`config.mk`:
```
export PLATFORM = sky130hd
export DESIGN_NAME = step_counter_unit
export DESIGN_NICKNAME = d
export VERILOG_FILES = /design/src/rtl/step_counter_unit.sv
export SDC_FILE = /design/constraint.sdc
export NUM_CORES = 1
export LEC_CHECK = 0
export ABC_AREA = 1
export CORE_MARGIN = 5
export CORE_UTILIZATION = 45
export DETAILED_ROUTE_END_ITERATION = 6
export GPL_TIMING_DRIVEN = 0
export PLACE_DENSITY = 0.73
export SETUP_SLACK_MARGIN = 0.5
export SLEW_MARGIN = 20
export SYNTH_ARGS = -nofsm -noshare
export SYNTH_HDL_FRONTEND = slang
export SYNTH_SLANG_ARGS = --single-unit
```
`constraint.sdc`:
```
create_clock -name clk -period 2.6 [get_ports clk]
set_input_delay 0.39 -clock clk [delete_from_list [all_inputs] [get_ports clk]]
set_output_delay 0.39 -clock clk [all_outputs]
set_load 0.1 [all_outputs]
```
`src/rtl/step_counter_unit.sv`:
```
// step_counter_unit: registered WIDTH-bit counter with step inc/dec/load, wrap or saturate,
// carry/borrow pulse, sticky overflow and terminal-count compare.
module step_counter_unit #(
  parameter int WIDTH = 32,
  parameter int STEP_WIDTH = 4,
  parameter logic [WIDTH-1:0] RESET_VAL = '0
) (
  input  logic                  clk,
  input  logic                  rst,
  input  logic                  cmdValid,
  input  logic [0:1]            cmd,
  input  logic                  satMode,
  input  logic [0:STEP_WIDTH-1] step,
  input  logic [0:WIDTH-1]      loadVal,
  input  logic [0:WIDTH-1]      limit,
  input  logic                  clrSticky,
  output logic [0:WIDTH-1]      cnt,
  output logic                  outC,
  output logic                  ovfSticky,
  output logic                  tc
);
  logic [WIDTH-1:0] cnt_q, cnt_d;
  logic             c_q, c_d, ovf_q, ovf_d;
  logic [WIDTH:0]   step_x, sum, diff;
  logic             inc, dec, load;
  assign step_x = {{(WIDTH+1-STEP_WIDTH){1'b0}}, step};
  assign sum    = {1'b0, cnt_q} + step_x;
  assign diff   = {1'b0, cnt_q} - step_x;
  assign inc    = cmdValid && cmd == 2'b01;
  assign dec    = cmdValid && cmd == 2'b10;
  assign load   = cmdValid && cmd == 2'b11;
  // Bit WIDTH of sum/diff is the carry/borrow; saturation clamps instead of wrapping.
  always_comb begin
    c_d   = inc ? sum[WIDTH] : dec ? diff[WIDTH] : 1'b0;
    cnt_d = inc  ? ((satMode && sum[WIDTH]) ? {WIDTH{1'b1}} : sum[WIDTH-1:0]) :
            dec  ? ((satMode && diff[WIDTH]) ? {WIDTH{1'b0}} : diff[WIDTH-1:0]) :
            load ? loadVal : cnt_q;
    ovf_d = (ovf_q & ~clrSticky) | c_d;
  end
  always_ff @(posedge clk or negedge rst) begin
    if (!rst) begin
      cnt_q <= RESET_VAL;
      c_q   <= 1'b0;
      ovf_q <= 1'b0;
    end else begin
      cnt_q <= cnt_d;
      c_q   <= c_d;
      ovf_q <= ovf_d;
    end
  end
  assign cnt       = cnt_q;
  assign outC      = c_q;
  assign ovfSticky = ovf_q;
  assign tc        = cnt_q == limit;
endmodule

```
==> results.md <==
* Status: finished, violations left
* Failing checks: design-rule violations
* Dpl hpwl at 17.6 mm
* Max Root-Sink Buffers at 2
* Starting density of the core at 46.0%
* Leakage at 3.32 nW
* Clk Latency, worst-skew pair at 0.31 ns
* Crit path largest cell delay at 0.45 ns
* Final ANT Viol Nets at 0
* Post-Layout Cell Count at 1,135
* Seq cells post-synth at 34
* Primary FF master, synth: dfrtp_1
* First-pass GRT wire length at 36.5 mm
* GPL Wtd Cong at 0.981
* Setup violations, final at 0
* Die Height at 113 um
* Final hold vios at 0
* Worst Reg-to-Reg Cells at 13
* P&R area growth vs syn at 58.6%
* Ys async rst share at 100%
* Drt initial violations at 1,042
* Synthesis Warnings at 0
* Power density over the cells at 519 mW/mm2
* CTS tree: yes
* Clock period minus final worst setup slack at 2.53 ns
* IO Count at 110
* DRC violations left at 32
* Most frequent cells in the layout: nand2_1, nor2_1, clkdlybuf4s50_1
* Leading cell type in the layout, fill and taps excluded: nand2_1
* Worst reg2reg endpoint: cnt[22]$_DFFE_PN0P_
* Largest net degree at the start of global routing at 19
* Path type of the worst min-delay path: primary input to async pin
* Hold Buf Count CTS at 0
* Number of flops mapped to enable cells by yosys at 0
* Post-layout nets at 1,083
* Placed insts at 1,071
* Tcrit/Tclk final at 97.4%
* Num Clock Sinks at 34
* Kind of critical path: flip-flop to primary output
* Clock skew at 0.00856 ns
* FMAX at 395 MHz
* Yosys top cell area share at 20.8%
* Required @ worst endpoint at 2.21 ns
* Worst setup EP type: primary output
* Via count of the first global-routing pass at 6,501
* VDD IR max at 0.442 mV
* Maximum fanout along the worst path at 6
* Avg Vias per Cell at 6.10
* Final hold slack at 0.0577 ns
* Vias at 6,918
* IO Port Bufs at 109
* Share of cells above drive strength 1 at 27.0%
* Worst setup SP type: flip-flop
* Die W at 113 um
* Clock-pin slew on the worst setup and hold paths at 0.08 ns
* Yosys cell types at 40
* Cell taking the most area after synthesis: nand2_1
* H-tree depth at 2
* Pre-antenna DRT Iters at 7
* Fin. max-slew vios at 0
* Clock root cell: clkbuf_8
* Top post-synthesis cells by area: nand2_1, dfrtp_1, nand3_1
* Max transition margin at 35.3%
* Post-synthesis sequential area ratio at 17.9%
* CTS Buf Count at 5
* ANT cells at 0
* Mapped Nets at 910
* Core area at 0.0103 mm2
* Global route total overflow at 0
* Reg2reg start: cnt[29]$_DFFE_PN0P_
* Worst R2R Setup Slack at 0.12 ns
* CP Buf/Inv Count at 3
* WP data arrival at 2.14 ns
* Initial antenna violation count at 0
* All-Layer GR Usage at 37.4%
* WL final at 25.5 mm
* RSZ-0062 raised after global routing: true
* Slowest-stage cell, CP: dfrtp_2
* Die area at 0.0127 mm2
* Worst slew pin tran at 0.974 ns
* Cell count after synthesis at 825
* Critical-path cell list: buf_8 > inv_8 > or2_2 > nand4_1 > nor4_4 > nand3_2 > nor2_4 > buf_12
* Avg WL per Cell at 22.5 um
* Avg Cell Area, Syn at 5.76 um2
* Cell area after synthesis at 0.00475 mm2
* Delay-heaviest family, CP: simple AND/OR/NAND/NOR gates
* Placement row count at 37
* Max-cap violations at 0
logic make-up (layout without fill, tap and decap cells):
family | count (synthesis) | count (layout) | synth area share (%)
DFF | 34 | 34 | 17.9
xor gates and xnor gates | 45 | 45 | 8.29
adders and majority gates | 10 | 10 | 2.95
AOI/OAI and AO/OA | 77 | 77 | 8.29
buffers and inverters | 122 | 296 | 12.3
and+or+nand+nor | 537 | 537 | 50.2
synthesized netlist by cell type (all sizes together) (6+ instances only):
cell,number
a21oi,33
buf,32
clkbuf,13
dfrtp,34
ha,8
inv,76
nand2,270
nand3,98
nand4,30
nor2,117
nor4,6
o21ai,41
or2,7
xnor2,10
xor2,35
through the flow:
step | setup TNS (ns) | power, W | util (%) | worst slack (ns) | cell area, um2
3_3_place_gp | -5.85 | 0.00296 | 60.9 | -1.21 | 6290
2_1_floorplan | 0 | 0.00234 | - | 0.346 | 5030
6_report | 0 | 0.00391 | 73.0 | 0.0673 | 7540
4_1_cts | 0 | 0.00364 | 69.6 | 0.152 | 7190
5_1_grt | 0 | 0.00405 | 73.0 | 0.0597 | 7540
3_5_place_dp | -8.28 | 0.00301 | 61.1 | -1.22 | 6310
per-layer routing:
metal  share of wire [%]  wire length [um]  global-route usage (%)
met3                  14              3570                    8.72
met1                  36              9240                    49.6
met2                  43             11000                    58.1
met5                   0                 0                       0
met4                 6.7              1710                    16.3
state kept, by name, indices dropped and copies added (netlist names):
register	cells
ovfSticky	1
cnt	32
outC	1
worst max path at each step:
| stage | start | end | cells after the start |
|---|---|---|---|
| floorplan | cnt[3]$_DFFE_PN0P_ | tc | 6 |
| global placement | limit[2] | tc | 7 |
| detailed placement | limit[2] | tc | 7 |
| CTS | cnt[3]$_DFFE_PN0P_ | tc | 7 |
| global route | cnt[27]$_DFFE_PN0P_ | tc | 8 |
| finish | cnt[27]$_DFFE_PN0P_ | tc | 8 |
timing repair:
item	4_1_cts	5_1_grt
gates resized for setup	152	42
cloned	5	0
endpoints found under the setup margin	69	35
pin swaps	58	52
buffers inserted	30	21
worst register-to-register path: stages, from the launching register on:
cell and delay (ns):
dfrtp_4 0.52, ha_1 0.30, buf_6 0.15, nand2_1 0.08, nand2_1 0.10, nand2_1 0.12, nand3_4 0.14, nor2_4 0.29
nand2_1 0.16, nand2_1 0.14, nand4_1 0.11, nand2_1 0.11, nand3_1 0.12, nand2_1 0.10
cell type report:
class                      instances  area [um2]
timing repair buffer             166        1650
multi-input combinational        669        3940
inverter                          77         320
tap                              136         170
clock buffer                       7        86.3
buffer                            45         425
clock inverter                     1        5.00
sequential                        34         946
fill                             810        2790
power breakdown:
| group | internal (W) | switching, W |
|---|---|---|
| sequential | 0.000648 | 0.000102 |
| combinational | 0.000848 | 0.00187 |
| clock | 0.000214 | 0.000232 |
(Power assumes the default switching activity.)
